--- config.mk ---
export PLATFORM = sky130hd
export DESIGN_NAME = sort_collect
export DESIGN_NICKNAME = d
export VERILOG_FILES = /design/src/rtl/sort_collect.sv
export SDC_FILE = /design/constraint.sdc
export NUM_CORES = 1
export LEC_CHECK = 0
export CAP_MARGIN = 0
export CORE_ASPECT_RATIO = 0.5
export CORE_UTILIZATION = 56
export CTS_CLUSTER_DIAMETER = 60
export DETAILED_ROUTE_END_ITERATION = 12
export GPL_ROUTABILITY_DRIVEN = 0
export PLACE_DENSITY = 0.84
export SYNTH_ARGS = -nofsm -noshare
export SYNTH_HDL_FRONTEND = slang
export SYNTH_SLANG_ARGS = --single-unit
--- constraint.sdc ---
create_clock -name clk -period 4.3 [get_ports clk]
set_input_delay 0.645 -clock clk [delete_from_list [all_inputs] [get_ports clk]]
set_output_delay 0.645 -clock clk [all_outputs]
set_load 0.1 [all_outputs]
--- src/rtl/sort_collect.sv ---
// Byte-stream to 4-lane frame collector feeding the combinational sorter, double-buffered.
// Optional idle-timeout flush of partial frames is enabled by defining SORT_COLLECT_TIMEOUT_EN.
module sort_collect #(
    parameter int                WIDTH   = 8,
    parameter int                TIMEOUT = 16,
    parameter logic [WIDTH-1:0]  PAD     = 8'hFF
) (
    input  logic             clk,
    input  logic             rst_n,
    input  logic [WIDTH-1:0] in_data,
    input  logic             in_valid,
    output logic             in_ready,
    output logic [WIDTH-1:0] a,
    output logic [WIDTH-1:0] b,
    output logic [WIDTH-1:0] c,
    output logic [WIDTH-1:0] d,
    output logic             out_valid,
    input  logic             out_ack,
    output logic [7:0]       frame_cnt,
    output logic             timeout
);

    typedef enum logic [1:0] {ST_EMPTY, ST_FILLING, ST_FULL} state_t;

    state_t           state_reg, state_next;
    logic [1:0]       idx_reg, idx_next;
    logic [WIDTH-1:0] slot_reg [4];
    logic [WIDTH-1:0] out_reg  [4];
    logic             out_valid_reg;
    logic [7:0]       frame_cnt_reg;
    logic             timeout_reg;
    logic             accept;
    logic             xfer;
    logic             flush;

    assign accept = in_valid && in_ready;
    assign xfer   = (state_reg == ST_FULL) && (!out_valid_reg || out_ack);

`ifdef SORT_COLLECT_TIMEOUT_EN
    logic [7:0] idle_cnt_reg;

    // Counts consecutive non-accept cycles while a partial frame is pending.
    always_ff @(posedge clk or negedge rst_n) begin
        if (!rst_n) begin
            idle_cnt_reg <= '0;
        end else if (state_reg != ST_FILLING || accept || flush) begin
            idle_cnt_reg <= '0;
        end else begin
            idle_cnt_reg <= idle_cnt_reg + 8'd1;
        end
    end

    assign flush = (state_reg == ST_FILLING) && !accept
                   && (idle_cnt_reg == 8'(TIMEOUT - 1));
`else
    logic unused_params;
    assign unused_params = &{1'b0, PAD, 8'(TIMEOUT)};
    assign flush = 1'b0;
`endif

    // Shadow FSM: state register
    always_ff @(posedge clk or negedge rst_n) begin
        if (!rst_n) begin
            state_reg <= ST_EMPTY;
            idx_reg   <= 2'd0;
        end else begin
            state_reg <= state_next;
            idx_reg   <= idx_next;
        end
    end

    // Shadow FSM: next-state logic
    always_comb begin
        state_next = state_reg;
        idx_next   = idx_reg;
        case (state_reg)
            ST_EMPTY: begin
                if (accept) begin
                    state_next = ST_FILLING;
                    idx_next   = 2'd1;
                end
            end
            ST_FILLING: begin
                if (accept) begin
                    idx_next = idx_reg + 2'd1;
                    if (idx_reg == 2'd3) begin
                        state_next = ST_FULL;
                    end
                end else if (flush) begin
                    state_next = ST_FULL;
                    idx_next   = 2'd0;
                end
            end
            ST_FULL: begin
                if (xfer) begin
                    state_next = ST_EMPTY;
                end
            end
            default: begin
                state_next = ST_EMPTY;
                idx_next   = 2'd0;
            end
        endcase
    end

    // Shadow FSM: outputs
    always_comb begin
        in_ready = (state_reg != ST_FULL);
    end

    genvar gi;
    generate
        for (gi = 0; gi < 4; gi++) begin : g_slot
            always_ff @(posedge clk or negedge rst_n) begin
                if (!rst_n) begin
                    slot_reg[gi] <= '0;
                end else if (accept && idx_reg == 2'(gi)) begin
                    slot_reg[gi] <= in_data;
                end else if (flush && idx_reg <= 2'(gi)) begin
                    slot_reg[gi] <= PAD;
                end
            end

            // Output lanes only move on a transfer so the sorter sees a stable frame.
            always_ff @(posedge clk or negedge rst_n) begin
                if (!rst_n) begin
                    out_reg[gi] <= '0;
                end else if (xfer) begin
                    out_reg[gi] <= slot_reg[gi];
                end
            end
        end
    endgenerate

    always_ff @(posedge clk or negedge rst_n) begin
        if (!rst_n) begin
            out_valid_reg <= 1'b0;
            frame_cnt_reg <= 8'd0;
            timeout_reg   <= 1'b0;
        end else begin
            timeout_reg <= flush;
            if (xfer) begin
                out_valid_reg <= 1'b1;
                frame_cnt_reg <= frame_cnt_reg + 8'd1;
            end else if (out_ack) begin
                out_valid_reg <= 1'b0;
            end
        end
    end

    assign a         = out_reg[0];
    assign b         = out_reg[1];
    assign c         = out_reg[2];
    assign d         = out_reg[3];
    assign out_valid = out_valid_reg;
    assign frame_cnt = frame_cnt_reg;
    assign timeout   = timeout_reg;

endmodule
==> impl_results.md <==
* Status: finished with violations
* Failing checks: DRC
* Final Skew at 0.00474 ns
* Crit. End Element: output pin
* CP required at 3.65 ns
* Final Setup Violations at 0
* Overflow after GRT at 0
* # hold bufs at CTS at 0
* Fillers at 364
* RSZ-0062 raised after global routing: no
* Die Area at 6060 µm²
* Mapped Nets at 279
* Slew Viols, Final at 0
* Post-CTS Setup Inserts at 0
* Syn Std Cell Area at 3210 µm²
* Worst R2R Setup Slack at 2.31 ns
* CTS Buf Count at 9
* Ys Warns at 0
* Mapped Avg Cell Area at 12.3 µm²
* Post-route ant nets at 0
* Max reg flops at 32
* Share of cells above drive strength 1 at 17.3%
* Clock root cell: clkbuf_16
* Hpwl dp at 3940 µm
* DRT Pass-1 Iters at 8
* Clk buf depth at 2
* Max-slew headroom at 16.7%
* Vias in the first global route at 2170
* Final antenna diode count at 0
* Final cycle utilization of the critical path at 63.6%
* WS Path Type: reg2out
* Max frequency at 366 MHz
* Clock Sinks at 77
* Iteration-0 DRC count of the detailed router at 110
* Max cap viols at 0
* Slew @ Worst Pin at 1.25 ns
* Routed wire per std cell at 16.4 µm
* Initial antenna violation count at 0
* Most frequent cells in the layout: nand2_1, dfrtp_1, clkdlybuf4s50_1, mux2_4, clkbuf_16
* Crit Reg-Reg Endpoint: frame_cnt[3]$_DFFE_PN0P_
* Initial Util at 58.2%
* Crit Path Max Fanout at 5
* Minimum clock period at 2.73 ns
* Drt total wl at 6480 µm
* Commonest non-fill, non-tap cell in the layout: nand2_1
* Die Width at 109 µm
* R2R cell count at 4
* Area growth syn-to-layout at 27.1%
* Largest net degree at the start of global routing at 78
* Distinct cells, synth at 27
* RR Startpoint: state_reg[0]$_DFFE_PN0P_
* Rows at 19
* Vias per cell at 5.19
* Tot GR Track Use at 24.2%
* CP Data Arrival Time at 2.09 ns
* Die height at 55.6 µm
* Vias after detailed routing at 2054
* H-tree Lvls at 3
* First-pass GRT wire length at 10700 µm
* # port buffers at 53
* DRC errors left at 1
* Seq/Total Area, Yosys at 60.0%
* Register clock-pin slew on the reported worst setup and hold paths at 0.06 ns
* Nets at 335
* Worst Hold Class: in2async
* Post-Synthesis Cells at 262
* TNS Setup at 0 ns
* Hold Violations, Final at 0
* Total core area at 5520 µm²
* Worst-Skew Late Latency at 0.33 ns
* CTS tree: built
* Worst setup SP type: flip-flop
* FF+latch count, synth at 77
* Boundary Pins at 55
* Post-cts sizing count at 0
[final cells by class]
cell class,count,area [µm²],share of cell area [%]
Sequential cell,77,1930,47.2
Multi-Input combinational cell,172,1210,29.6
Timing Repair Buffer,54,536,13.1
Clock buffer,11,243,5.95
Tap cell,73,91.3,2.24
Clock inverter,5,58.8,1.44
Inverter,4,17.5,0.429
[per-stage QoR]
stage	cell area, µm²	hold slack, ns	setup slack [ns]	instances	util, %
detailed placement	3780	0.462	1.72	380	68.5
floorplan	3210	0.349	2.41	262	-
global route	4080	0.494	1.52	396	74.0
CTS	4080	0.482	1.56	396	74.0
global placement	3780	0.452	1.78	380	68.5
finish	4080	0.439	1.57	396	74.0
[Yosys cell counts]
cell      instances  area, µm²
inv_4             1       6.26
mux2_4           32        480
inv_1             3       11.3
dfrtp_1          77       1930
o22ai_1           2       12.5
a22o_1            1       8.76
nor2b_4           1       13.8
xnor2_1           6       52.6
and3_1            1       6.26
clkbuf_1          3       11.3
buf_2             4       20.0
buf_12            1       20.0
o21ai_0           1       5.00
buf_4             1       7.51
nand3_1           3       15.0
and2_1            1       6.26
nand2_1         104        390
and2_4            1       8.76
o211a_1           1       10.0
nand2b_1          1       6.26
and4_1            1       8.76
nand2_8           4       80.1
xor2_1            2       17.5
nand4_1           2       12.5
nor2_1            2       7.51
ha_1              5       62.6
conb_1            1       3.75
[worst max path at each step]
| stage | startpoint | end | slack (ns) | cells after the start |
|---|---|---|---|---|
| after global placement | out_ack | frame_cnt[3]$_DFFE_PN0P_ | 1.78 | 5 |
| after detailed placement | out_ack | frame_cnt[3]$_DFFE_PN0P_ | 1.72 | 5 |
| final | state_reg[1]$_DFFE_PN0P_ | in_ready | 1.57 | 3 |
| after global routing | state_reg[0]$_DFFE_PN0P_ | in_ready | 1.52 | 3 |
| after CTS | state_reg[1]$_DFFE_PN0P_ | in_ready | 1.56 | 3 |
| after floorplan | out_valid$_DFFE_PN0P_ | frame_cnt[1]$_DFFE_PN0P_ | 2.41 | 5 |
[worst max-delay path, stage by stage, from the launching register on]
cell	delay, ns
dfrtp_1	0.41
nor2b_4	0.16
inv_4	0.07
clkdlybuf4s50_1	1.12
[routing by layer]
layer / GRT usage, % / wire (µm)
met4: 6.95 / 65
met5: 0 / 0
met2: 39.3 / 3310
met1: 31.4 / 2830
met3: 7.91 / 274
[logic make-up (layout without fill, tap and decap cells)]
logic type | after synthesis | in the layout | share of synthesized area [%]
mux | 32 | 32 | 15.0
buf+inv | 13 | 74 | 2.38
simple gates | 121 | 121 | 17.3
other cells | 1 | 1 | 0.117
flops | 77 | 77 | 60.0
compound gates | 5 | 5 | 1.13
fa+ha+maj | 5 | 5 | 1.95
xor+xnor | 8 | 8 | 2.18
Power is left out: the tool's default activity adds up to more than one toggle a clock period on the data nets, which glitch-free logic cannot reach.
==> patch 1, RTL diff (same settings) <==
Remove the register `timeout_reg`: a continuous assignment takes its place, so the output `timeout` follows one clock earlier.
--- a/src/rtl/sort_collect.sv
+++ b/src/rtl/sort_collect.sv
@@ -136,9 +136,7 @@
         if (!rst_n) begin
             out_valid_reg <= 1'b0;
             frame_cnt_reg <= 8'd0;
-            timeout_reg   <= 1'b0;
         end else begin
-            timeout_reg <= flush;
             if (xfer) begin
                 out_valid_reg <= 1'b1;
                 frame_cnt_reg <= frame_cnt_reg + 8'd1;
@@ -147,6 +145,8 @@
             end
         end
     end
+
+    assign timeout_reg = flush;
 
     assign a         = out_reg[0];
     assign b         = out_reg[1];
Behaviour: unchanged (equiv_simple and equiv_induct, registers matched by name and starting in step).
==> patch 1 against the unedited design <==
The flow still finishes with violations (design-rule violations); worst setup slack got worse by 0.0074 ns; clock skew increased by 0.0041 ns; area after synthesis decreased by 0.19%; maximum frequency decreased by 0.27%; worst hold slack improved by 0.00089 ns; design area about the same; synthesized cell count decreased by 0.76%; via count increased by 0.88%; sequential cell count unchanged; wire length increased by 0.59%; global-route usage increased by 0.12 points.
Power is left out: the tool's default activity adds up to more than one toggle a clock period on the data nets, which glitch-free logic cannot reach.
==> patch 1: results (changes against the unedited design) <==
top post-synthesis cells by area dfrtp_1, mux2_4, nand2_1 (unchanged); largest net degree at the start of global routing 78 (unchanged); Root Buffer clkbuf_16 (unchanged); Max H-tree Level 3 (unchanged); clk_skew 0.00882 ns (was 0.00474 ns); initial antenna violation count 0 (unchanged); Post-synth top cells nand2_1, dfrtp_1, mux2_4, xnor2_1, ha_1 (unchanged); critical path's top delay family buffers and inverters (unchanged); failing checks design-rule violations (unchanged); All-Layer GR Usage 0.244 (was 0.242); multiplexer share of the synthesized area 0.150 (about the same); Slew headroom 0.219 (was 0.167); vias in the first global route 2102 (was 2170); Seq/Total Area, Yosys 0.601 (was 0.600); vias per cell 5.26 (was 5.19); Worst-path clk slew 0.07 ns; compound-cell area share of the yosys netlist 0.0113 (about the same); dpl hpwl 4000 microns (was 3940 microns); Syn. warnings 0 (unchanged); # Post-CTS Setup Buffers 0 (unchanged); PostCTS Resize Cnt 0 (unchanged); Net Count, Synth 277 (was 279); DR iter-0 viols 127 (was 110); nets 333 (was 335); share of layout cells above drive strength 1 0.178 (was 0.173); PortBufs 53 (unchanged); main flop type after synthesis dfrtp_1 (unchanged); Adder-Cell Fraction of Synth Area 0.0195 (about the same); Netlist cell types 25 (was 27); DR DRC count 2 (was 1); first-pass GRT wire length 10700 microns (about the same); peak per-stage delay on the critical path 1.13 ns; Inserted Clock Buffers 9 (unchanged); final hold slack 0.440 ns (was 0.439 ns); Slowest cell on crit path clkdlybuf4s50_1 (unchanged); RR Endpoint a[1] (was frame_cnt[3]); Placement Cell Area 0.00377 sq mm (was 0.00378 sq mm); Crit. Startpoint state_reg[1] (unchanged); Post-synth ARST share 1.00 (unchanged); outcome complete, but fails checks (unchanged); DR pass1 iterations 8 (unchanged); routed wire length per instance 16.5 microns (was 16.4 microns); Reg2Reg Depth 4 (unchanged); crit path DAT 2.10 ns; r2r setup slk 2.42 ns (was 2.31 ns); post-synthesis xor/xnor area fraction 0.0219 (was 0.0218); Worst Path Max Fanout 5 (unchanged)
patch 1: changes by cell type after synthesis, sizes merged:
cell   change
xor2       -2
xnor2      +2
nor2       -2
nand4      +1
nand3      -1
patch 1: worst max-delay path by stage:
| stage | to | slack, ns | cells after the start |
|---|---|---|---|
| floorplan | frame_cnt[1] | 2.44 | 5 |
| detailed placement | b[1] | 1.77 | 5 |
| finish | in_ready | 1.56 | 3 |
| global route | in_ready | 1.49 | 3 |
| global placement | frame_cnt[0] | 1.87 | 4 |
| CTS | in_ready | 1.55 | 3 |
patch 1: cell type report:
class,instances,area [sq um]
Multi-Input combinational cell,170,1200
Sequential cell,77,1930
Inverter,4,17.5
Timing Repair Buffer,54,536
Tap cell,73,91.3
Clock inverter,7,81.3
Fill cell,324,1410
Clock buffer,9,225
patch 1: logic make-up (layout without fill, tap and decap cells):
group,Yosys count,after routing
AOI/OAI and AO/OA,5,5
xor gates and xnor gates,8,8
other,1,1
muxes,32,32
adders and majority gates,5,5
and+or+nand+nor,119,119
buffers and inverters,13,74
DFF,77,77
patch 1: metrics by stage:
stage          worst slack (ns)  cells
5_1_grt                    1.49    394
4_1_cts                    1.55    394
3_3_place_gp               1.87    378
3_5_place_dp               1.77    378
6_report                   1.56    394
2_1_floorplan              2.44    260
patch 1: metal layers:
layer,GRT usage,share of wire,vias to the layer above
met1,0.321,0.44,1037
met3,0.0732,0.048,12
met4,0.0888,0.015,0
met5,0,0,-
met2,0.384,0.49,71
li1,-,-,952
patch 1: worst reg2reg max path: cells and delay by family (launching register included):
family / cells / cell delay (ns)
and+or+nand+nor: 4 / 1.33
DFF: 1 / 0.45
==> patch 2, RTL diff (same settings) <==
Made on the original files. Change the parameter `WIDTH` from 8 to 10.
--- a/src/rtl/sort_collect.sv
+++ b/src/rtl/sort_collect.sv
@@ -1,7 +1,7 @@
 // Byte-stream to 4-lane frame collector feeding the combinational sorter, double-buffered.
 // Optional idle-timeout flush of partial frames is enabled by defining SORT_COLLECT_TIMEOUT_EN.
 module sort_collect #(
-    parameter int                WIDTH   = 8,
+    parameter int                WIDTH   = 10,
     parameter int                TIMEOUT = 16,
     parameter logic [WIDTH-1:0]  PAD     = 8'hFF
 ) (
Ports: changed (5 resized); port bits go from 55 to 65. No check against the original RTL was run, so the function may have changed too.
==> patch 2 against the unedited design <==
Worst hold slack improved by 0.031 ns; design area increased by 17%; wire length increased by 21%; worst setup slack got worse by 0.010 ns; sequential cell count increased by 16; die area increased by 19%; area after synthesis increased by 19%.
Power is left out: the tool's default activity adds up to more than one toggle a clock period on the data nets, which glitch-free logic cannot reach.
==> patch 2: results (changes against the unedited design) <==
outcome complete, no violations (was complete, but fails checks); vias in the first global route 2632 (was 2170); final std cells w/o fill 470 (was 396); Reg2Reg Depth 5 (was 4); DR pass1 iterations 4 (was 8); Seq/Total Area, Yosys 0.607 (was 0.600); Placement Cell Area 0.00452 sq mm (was 0.00378 sq mm); share of layout cells above drive strength 1 0.168 (was 0.173); Max H-tree Level 3 (unchanged); worst slew pin tran 1.11 ns (was 1.25 ns); Routed WL 7810 microns (was 6480 microns); dpl hpwl 5270 microns (was 3940 microns); RR Endpoint c[0] (was frame_cnt[3]); Placed Cells 454 (was 380); DR iter-0 viols 166 (was 110); first-pass GRT wire length 13200 microns (was 10700 microns); Net Count, Synth 331 (was 279); Worst Hold Class reg2reg (was in2async); Post-synth top cells nand2_1, dfrtp_1, mux2_4, xnor2_1 (was nand2_1, dfrtp_1, mux2_4, xnor2_1, ha_1); nets 396 (was 335); n_diodes 0 (unchanged); clk_skew 0.00432 ns (was 0.00474 ns); vias per cell 5.25 (was 5.19); All-Layer GR Usage 0.250 (was 0.242); r2r setup slk 2.33 ns (was 2.31 ns); PortBufs 63 (was 53); top post-synthesis cells by area dfrtp_1, mux2_4, nand2_1 (unchanged); Post-synth ARST share 1.00 (unchanged); pre-CTS WS 1.77 ns (was 1.72 ns)
-- patch 2: changes by cell type after synthesis --
cell,change
buf_2,+1
mux2_4,+8
dfrtp_1,+16
nand2_1,+24
clkbuf_1,+1
-- patch 2: routing by layer --
| metal | global-route usage | up-vias | share of wire |
|---|---|---|---|
| li1 | - | 1131 | - |
| met1 | 0.303 | 1248 | 0.42 |
| met2 | 0.430 | 73 | 0.51 |
| met3 | 0.0855 | 17 | 0.048 |
| met4 | 0.0940 | 0 | 0.023 |
| met5 | 0 | - | 0 |
-- patch 2: cell type report --
cell class / instances / area [sq um] / share of cell area
clock buffer: 12 / 246 / 0.0515
clock inverter: 4 / 23.8 / 0.00497
inverter: 4 / 17.5 / 0.00366
multi-input combinational: 204 / 1420 / 0.296
sequential: 93 / 2330 / 0.486
tap: 88 / 110 / 0.0230
timing repair buffer: 65 / 643 / 0.134
-- patch 2: how the worst max path moves through the flow --
stage	to	startpoint	cells after the start	slack, ns
after detailed placement	c[0]	out_ack	6	1.77
after CTS	in_ready	state_reg[1]	3	1.54
after floorplan	frame_cnt[1]	out_valid	5	2.43
final	in_ready	state_reg[1]	3	1.56
after global routing	in_ready	state_reg[1]	3	1.49
after global placement	c[0]	out_ack	6	1.86
-- patch 2: worst register-to-register path: cells and delay by family (launching register included) --
| family | cells | cell delay, ns |
|---|---|---|
| AND/OR/NAND/NOR | 4 | 1.09 |
| flip-flops | 1 | 0.44 |
| buffers and inverters | 1 | 0.39 |
-- patch 2: metrics by stage --
stage,hold WS [ns],util
finish,0.470,0.756
global route,0.499,0.756
CTS,0.479,0.756
detailed placement,0.464,0.713
global placement,0.452,0.713
floorplan,0.349,-
-- patch 2: kinds of logic (layout without fill, tap and decap cells) --
kind of cell    count (synthesis)  in the layout  synth area share
compound gates                  5              5           0.00947
xor+xnor                        8              8            0.0183
fa+ha+maj                       5              5            0.0163
buf+inv                        15             85            0.0222
flops                          93             93             0.607
mux                            40             40             0.157
other cells                     1              1          0.000979
simple gates                  145            145             0.169
